--- src/rtl/clock_div_pkg.sv ---
// Shared state encoding and default widths for the programmable serial-clock divider.
package clock_div_pkg;

    typedef enum logic {
        IDLE = 1'b0,
        RUN  = 1'b1
    } state_t;

    localparam int DEF_DIV_W = 16;
    localparam int DEF_CNT_W = 8;

endpackage

--- src/rtl/clk_div_tick.sv ---
// Loadable half-period counter: counts 0..half_div_l while enabled and flags the wrap cycle.
// o_wrap is combinational from registered state, so the consumer registers the resulting edge.
module clk_div_tick
    import clock_div_pkg::*;
#(
    parameter int DIV_W = DEF_DIV_W
) (
    input  logic             i_clk,
    input  logic             i_rst,
    input  logic             i_load,
    input  logic [DIV_W-1:0] i_half_div,
    input  logic             i_en,
    output logic             o_wrap
);

    localparam logic [DIV_W-1:0] ONE = {{(DIV_W-1){1'b0}}, 1'b1};

    logic [DIV_W-1:0] r_half_l;
    logic [DIV_W-1:0] r_cnt;

    assign o_wrap = i_en && (r_cnt == r_half_l);

    always_ff @(posedge i_clk) begin
        if (i_rst) begin
            r_half_l <= '0;
            r_cnt    <= '0;
        end else if (i_load) begin
            r_half_l <= i_half_div;
            r_cnt    <= '0;
        end else if (i_en) begin
            // Explicit wrap keeps an all-ones half_div from relying on overflow.
            if (o_wrap) begin
                r_cnt <= '0;
            end else begin
                r_cnt <= r_cnt + ONE;
            end
        end
    end

endmodule

--- src/rtl/clock_div_prog.sv ---
// Programmable serial-clock generator with CPOL, burst length and single-cycle edge strobes.
// Optional CLK_DIV_CYC_CNT_EN adds o_cyc_done (completed periods of current/last burst).
module clock_div_prog
    import clock_div_pkg::*;
#(
    parameter int CLK_IN = 120000000,
    parameter int DIV_W  = DEF_DIV_W,
    parameter int CNT_W  = DEF_CNT_W
) (
    input  logic             i_clk_in,
    input  logic             i_rst,
    input  logic [DIV_W-1:0] i_half_div,
    input  logic             i_cpol,
    input  logic [CNT_W-1:0] i_n_cycles,
    input  logic             i_start,
    input  logic             i_stop,
    output logic             o_clk_out,
    output logic             o_rise_tick,
    output logic             o_fall_tick,
    output logic             o_busy,
    output logic             o_done
`ifdef CLK_DIV_CYC_CNT_EN
   ,output logic [CNT_W-1:0] o_cyc_done
`endif
);

    localparam logic [CNT_W-1:0] CNT_ONE = {{(CNT_W-1){1'b0}}, 1'b1};

    if (CLK_IN <= 0) begin : g_bad_clk_in
        $error("clock_div_prog: CLK_IN must be positive");
    end

    state_t           r_state;
    state_t           w_state_nxt;
    logic             r_clk_out;
    logic             r_rise;
    logic             r_fall;
    logic             r_done;
    logic             r_stop_pend;
    logic             r_cpol_l;
    logic [CNT_W-1:0] r_n_l;
    logic [CNT_W-1:0] r_cyc_cnt;

    logic             w_wrap;
    logic             w_run;
    logic             w_load;
    logic             w_trail;
    logic             w_end;
    logic [CNT_W-1:0] w_cyc_nxt;

    assign w_run = (r_state == RUN);

    clk_div_tick #(
        .DIV_W (DIV_W)
    ) u_tick (
        .i_clk      (i_clk_in),
        .i_rst      (i_rst),
        .i_load     (w_load),
        .i_half_div (i_half_div),
        .i_en       (w_run),
        .o_wrap     (w_wrap)
    );

    always_ff @(posedge i_clk_in) begin
        if (i_rst) begin
            r_state <= IDLE;
        end else begin
            r_state <= w_state_nxt;
        end
    end

    always_comb begin
        w_state_nxt = r_state;
        w_load      = 1'b0;
        w_end       = 1'b0;
        w_trail     = w_wrap && (r_clk_out != r_cpol_l);
        w_cyc_nxt   = (r_cyc_cnt == '1) ? r_cyc_cnt : (r_cyc_cnt + CNT_ONE);
        case (r_state)
            IDLE: begin
                // The done cycle still reports busy, so a start there is refused too.
                if (i_start && !r_done) begin
                    w_load      = 1'b1;
                    w_state_nxt = RUN;
                end
            end
            RUN: begin
                if (w_trail && (((r_n_l != '0) && (w_cyc_nxt == r_n_l)) || r_stop_pend || i_stop)) begin
                    w_end       = 1'b1;
                    w_state_nxt = IDLE;
                end
            end
            default: w_state_nxt = IDLE;
        endcase
    end

    always_ff @(posedge i_clk_in) begin
        if (i_rst) begin
            r_clk_out   <= 1'b0;
            r_rise      <= 1'b0;
            r_fall      <= 1'b0;
            r_done      <= 1'b0;
            r_stop_pend <= 1'b0;
            r_cpol_l    <= 1'b0;
            r_n_l       <= '0;
            r_cyc_cnt   <= '0;
        end else begin
            r_rise <= 1'b0;
            r_fall <= 1'b0;
            r_done <= w_end;
            if (!w_run) begin
                r_clk_out <= i_cpol;
                if (w_load) begin
                    r_cpol_l    <= i_cpol;
                    r_n_l       <= i_n_cycles;
                    r_cyc_cnt   <= '0;
                    r_stop_pend <= 1'b0;
                end
            end else begin
                if (w_wrap) begin
                    r_clk_out <= ~r_clk_out;
                    r_rise    <= ~r_clk_out;
                    r_fall    <= r_clk_out;
                end
                if (w_trail) begin
                    r_cyc_cnt <= w_cyc_nxt;
                end
                // Stop only arms here; the burst ends on the next trailing edge.
                if (i_stop) begin
                    r_stop_pend <= 1'b1;
                end
            end
        end
    end

    assign o_clk_out   = r_clk_out;
    assign o_rise_tick = r_rise;
    assign o_fall_tick = r_fall;
    assign o_busy      = w_run || r_done;
    assign o_done      = r_done;
`ifdef CLK_DIV_CYC_CNT_EN
    assign o_cyc_done  = r_cyc_cnt;
`endif

endmodule

--- config.mk ---
export PLATFORM = sky130hd
export DESIGN_NAME = clock_div_prog
export DESIGN_NICKNAME = d
export VERILOG_FILES = /design/src/rtl/clock_div_pkg.sv /design/src/rtl/clk_div_tick.sv /design/src/rtl/clock_div_prog.sv
export SDC_FILE = /design/constraint.sdc
export NUM_CORES = 1
export LEC_CHECK = 0
export BUFFER_PORTS_ARGS = -buffer_cell sky130_fd_sc_hd__buf_2
export CORE_MARGIN = 2
export CORE_UTILIZATION = 41
export DETAILED_ROUTE_END_ITERATION = 12
export PLACE_DENSITY_LB_ADDON = 0.2
export SKIP_CTS_REPAIR_TIMING = 1
export SLEW_MARGIN = 10
export SYNTH_ARGS = -nofsm -noshare
export SYNTH_HDL_FRONTEND = slang
export SYNTH_SLANG_ARGS = --single-unit
--- constraint.sdc ---
create_clock -name i_clk_in -period 2.9 [get_ports i_clk_in]
set_input_delay 0.435 -clock i_clk_in [delete_from_list [all_inputs] [get_ports i_clk_in]]
set_output_delay 0.435 -clock i_clk_in [all_outputs]
set_load 0.005 [all_outputs]
# ---- After elaboration in Yosys (flattened, before gate mapping)
# Index checks and enable logic that the tools add are counted.
dict set report totals {
  in_bits 29
  reg_bits 55
  ram_bits 0
  out_inout_bits 5
  elab_cells 55
  latch_bits 0
  memories 0
  mem_bits_ro 0
}
dict set report classes {
  order_cmp 0
  n_reduce_logical 17
  multipliers 0
  n_mux 15
  div 0
  bitwise_logic 3
  eq_ne 7
  n_addsub 2
  n_shift 0
}
# operator count
set op_table {}
lappend op_table {{2-to-1 mux 8 bit} 4}
lappend op_table {{adder 16 x 1 -> 16 bit, second input constant} 1}
lappend op_table {{equality test 16 bit} 1}
lappend op_table {{2-to-1 mux 16 bit} 1}
lappend op_table {{2-to-1 mux 1 bit} 9}
lappend op_table {{adder 8 x 1 -> 8 bit, second input constant} 1}
lappend op_table {{equality test 8 bit} 1}
lappend op_table {{equality test 8 bit, second input constant} 1}
lappend op_table {{nonzero test 8 bit} 1}
lappend op_table {{AND reduction 2 bit} 3}
lappend op_table {{logical AND 1 bit} 5}
lappend op_table {{!= test 2 x 1 -> 1 bit, second input constant} 2}
lappend op_table {{OR reduction 2 bit} 2}
lappend op_table {{logical OR 1 bit} 3}
lappend op_table {{NOT 1 bit} 3}
lappend op_table {{OR reduction 3 bit} 1}
lappend op_table {{!= test 2 bit, second input constant} 1}
lappend op_table {{case mux 1 bit (2 select lines)} 1}
lappend op_table {{nonzero test 2 bit} 1}
lappend op_table {{zero test 1 bit} 1}
lappend op_table {{!= test 1 bit} 1}

# ---- Depth between registers and ports, before layout
dict set report depth {
  word_depth 9
  mapped_depth 9
  mapped_depth_nobuf 7
}

# ---- Cells and area by module
# From an unflattened synthesis, not the netlist that was laid out.
dict set report hier_totals {
  hier_cells 330
  area_unflattened_um2 2821.5
}
# mod cells_per_inst n_inst area_each_um2 seq_area_each_um2
set by_module_without_submodules {}
lappend by_module_without_submodules {clk_div_tick 160 1 1516.5 640.6}
lappend by_module_without_submodules {clock_div_prog 170 1 1305.0 460.4}

# ---- Worst setup path before layout
# No wires, ideal clock.
dict set report synth_timing {
  kind {register to register}
  from {register r_cyc_cnt[0]}
  to {register r_state}
  t_arrival_ns 1.917
  synth_period_minus_slack_ns 1.987
  setup_ns 0.071
  slack_ns 0.913
  stages_incl_launch_ff 8
  t_required_ns 2.829
  path_buffers 0
  cell_sequence {dfxtp_1 -> ha_1 -> inv_1 -> or4_1 -> o21ai_0 -> mux2_1 -> a41oi_2 -> o2bb2ai_1}
}
dict set report synth_between {
  elab_chain_len 9
  elab_cells_between_ends 10
  cone_classes {add/sub: 1; eq/ne: 2; mux: 3; reduce/logical: 4}
}
# item line
set synth_lines {}
lappend synth_lines {{from (decl)} clock_div_prog.sv:42} ;# logic [CNT_W-1:0] r_cyc_cnt;
lappend synth_lines {{from (signal assigned)} clock_div_prog.sv:125} ;# r_cyc_cnt <= w_cyc_nxt;
lappend synth_lines {{adder 8 x 1 -> 8 bit or equality test 8 bit (tied branches)} clock_div_prog.sv:77} ;# w_cyc_nxt = (r_cyc_cnt == '1) ? r_cyc_cnt : (r_cyc_cnt + CNT_ONE);
lappend synth_lines {{2-to-1 mux 8 bit *} clock_div_prog.sv:77}
lappend synth_lines {{equality test 8 bit *} clock_div_prog.sv:87} ;# if (w_trail && (((r_n_l != '0) && (w_cyc_nxt == r_n_l)) || r_stop_pend || i_stop)) begin
lappend synth_lines {{logical AND 1 bit *} clock_div_prog.sv:87}
lappend synth_lines {{logical OR 1 bit * (2 in a row)} clock_div_prog.sv:87}
lappend synth_lines {{logical AND 1 bit *} clock_div_prog.sv:87}
lappend synth_lines {{2-to-1 mux 1 bit *} clock_div_prog.sv:87}
lappend synth_lines {{case mux 1 bit (2 select lines) *} clock_div_prog.sv:78} ;# case (r_state)
lappend synth_lines {{to (signal assigned)} clock_div_prog.sv:68} ;# r_state <= w_state_nxt;
lappend synth_lines {{to (decl)} clock_div_prog.sv:33} ;# state_t r_state;
# Every way passes the cells marked *; elsewhere a longest branch is shown, timed or not.
# A chain may end at the register's enable or synchronous reset.

# ---- Worst setup path after layout
# Same ends and word-level chain as after synthesis.

==> impl_metrics.ini <==
[status]
status = complete, no violations

[synthesis]
ys_warn_count = 0
synth_flop_cell = dfxtp_1
synth_area_um2 = 2730
synth_cell_types = 49
synth_seq_cells = 55
synth_edf_count = 0
synthesis.nets = 362
synthCells = 331
synthArstFlopShare_pct = 0
avgSynthCellArea_um2 = 8.26
ys_seq_area_share_pct = 40.3

[sta]
period_share_pct = 83.3
finalSetupTns_ns = 0
rsz0062_at_grt = false
finalClockSkew_ns = 0.00678
whs_ns = 0.340
maxSlewHeadroom_pct = 62.7
timing.final.max_slew_violations = 0
max_freq_ghz = 0.414
hold_viol = 0
tightest_slew_ns = 0.557
setup_viol = 0
finalCriticalPeriod_ns = 2.42

[route]
firstDrtPassIters = 4
wirelength_um = 6090
viasPerCell = 5.31
wl_per_cell_um = 14.0
ant_nets = 0
drt_iter0_markers = 59
drc = 0
vias = 2303

[die]
rows = 29
fp.dieH_um = 85.7
initial_core_util_pct = 42.8
die_w_um = 85.7
core-area_um2 = 6390
pin_count = 34
dieArea_um2 = 7340

[setup_path]
cp_max_fo = 13
reg2reg_from = r_cyc_cnt[0]
criticalPathCategory = reg -> reg
critPathCaptureType = flop
arrival_ns = 2.67
cp-start-kind = flop
path_cells = ha_1 -> inv_1 -> or4_1 -> o21ai_0 -> mux2_1 -> a41oi_2 -> o2bb2ai_1
max_stage_delay_ns = 0.53
cp-startpoint = r_cyc_cnt[0]
cpMaxStageDelayCell = or4_1
required_ns = 3.16

[clock_network]
clkSlewWorstSetupHoldPaths_ns = 0.10
numCtsBuffers = 5
cts_max_level = 2
clock_latency_ns = 0.32
tritoncts = done
root_buffer = clkbuf_8
clock-sinks = 55
clockBufferDepth = 2

[cells_and_area]
fillCellCount = 646
syn2layout_area_growth_pct = 10.4
fin_nets = 387
diodes = 0
instances_no_fill = 434
multi_input_area_um2 = 1500
drive_above_1_share_pct = 16.2
ff_latch_area_um2 = 1100

[power_and_ir_drop]
p_per_area_nw_per_um2 = 513
p_leak_nw = 1.23
ir_worst_vdd_mv = 0.291

[grt]
grt_use_met3_pct = 4.14
overflow = 0
grt_pass1_vias = 2224
grt_pass1_wl_um = 10300
grt_use_met1_pct = 21.6
antenna_found_initial = 0
busiest_layer = met2
grt_usage_pct = 17.4
use_met2_pct = 29.9
grt_max_degree = 30

[min_path]
holdCritPathClass = in -> reg
min_from = i_stop

[flow_run]
maxCapViolCount = 0

[placed_design]
portBuffers = 33
gp_congestion = 0.827
dp_cells = 426
dpl.hpwl_um = 4370
## final cells by class
cell class / instances / area share, %
inverter: 5 / 0.622
clock buffer: 7 / 2.86
clock inverter: 1 / 0.290
multi-input combinational: 251 / 49.8
sequential: 55 / 36.5
tap: 77 / 3.19
timing repair buffer: 38 / 6.72
## state kept, by name (all words and copies together) (netlist names)
name,count
u_tick.r_cnt,16
u_tick.r_half_l,16
r_cyc_cnt,8
r_n_l,8
o_clk_out,1
o_done,1
o_fall_tick,1
o_rise_tick,1
r_cpol_l,1
r_state,1
r_stop_pend,1
## kinds of logic (layout without fill, tap and decap cells)
group,after synthesis,in the layout,share of synthesized area (%)
buf+inv,25,51,4.71
simple gates,145,145,25.4
flops,55,55,40.3
fa+ha+maj,2,2,0.915
mux,3,3,1.19
xor+xnor,38,38,12.2
compound gates,63,63,15.3
## stage by stage
| step | utilization, % | power, mW | setup WS [ns] | area, µm² |
|---|---|---|---|---|
| 3_3_place_gp | 45.8 | 1.11 | 0.614 | 2920 |
| 2_1_floorplan | - | 1.03 | 0.913 | 2730 |
| 3_5_place_dp | 45.8 | 1.11 | 0.536 | 2920 |
| 4_1_cts | 47.3 | 1.57 | 0.509 | 3020 |
| 5_1_grt | 47.3 | 1.63 | 0.311 | 3020 |
| 6_report | 47.3 | 1.55 | 0.485 | 3020 |
## synthesized netlist by cell type (3+ instances only)
| cell | n | area [µm²] |
|---|---|---|
| xor2_1 | 31 | 272 |
| o21ai_0 | 4 | 20.0 |
| inv_1 | 5 | 18.8 |
| xnor2_1 | 7 | 61.3 |
| buf_6 | 4 | 45.0 |
| nand3_1 | 10 | 50.1 |
| a31oi_1 | 4 | 25.0 |
| buf_2 | 4 | 20.0 |
| clkbuf_1 | 10 | 37.5 |
| nor2_1 | 22 | 82.6 |
| dfxtp_1 | 55 | 1100 |
| nand4_1 | 9 | 56.3 |
| and3_1 | 3 | 18.8 |
| nand2_1 | 68 | 255 |
| nor4_1 | 7 | 43.8 |
| nor3_1 | 7 | 35.0 |
| nand2b_1 | 3 | 18.8 |
| a21oi_1 | 35 | 175 |
| nor2b_1 | 4 | 25.0 |
## where the power goes
part	total (mW)	leakage, nW	internal (mW)	switching (mW)
Sequential	0.829	0.448	0.793	0.0357
Clock	0.457	0.0484	0.196	0.260
Combinational	0.264	0.733	0.108	0.155
Total	1.55	1.23	1.10	0.451
## cell usage in the layout, fill, tap and decap left out, types with 4 or more instances in the layout
cell / netlist / routed
buf_4: 0 / 5
nand4_1: 9 / 9
xnor2_1: 7 / 7
nor3_1: 7 / 7
dfxtp_1: 55 / 55
a31oi_1: 4 / 4
xor2_1: 31 / 31
o21ai_0: 4 / 4
nand2_1: 68 / 68
a21oi_1: 35 / 35
buf_2: 4 / 33
clkbuf_8: 0 / 6
nor2b_1: 4 / 4
nor4_1: 7 / 7
nor2_1: 22 / 22
nand3_1: 10 / 10
inv_1: 5 / 5
## critical path, delay by kind of cell, from the launching register on
kind	cells	cell delay [ns]
and+or+nand+nor	1	0.53
AOI/OAI and AO/OA	3	0.47
DFF	1	0.46
adders and majority gates	1	0.44
muxes	1	0.35
buffers and inverters	1	0.11
## routing by layer
layer  wire [µm]  up-vias
met5           0        -
met4         116        0
met3         202       10
met2        2870       32
met1        2900     1068
li1            -     1193
## path summary, 6_finish.rpt
path | slack, ns | cells past startpoint | end
max | 0.48 | 7 | r_state
min | 0.34 | 2 | r_stop_pend
max reg2reg | 0.48 | 7 | r_state
min reg2reg | 0.47 | 2 | u_tick.r_half_l[12]
No activity file was read; power rests on OpenSTA's default activity.
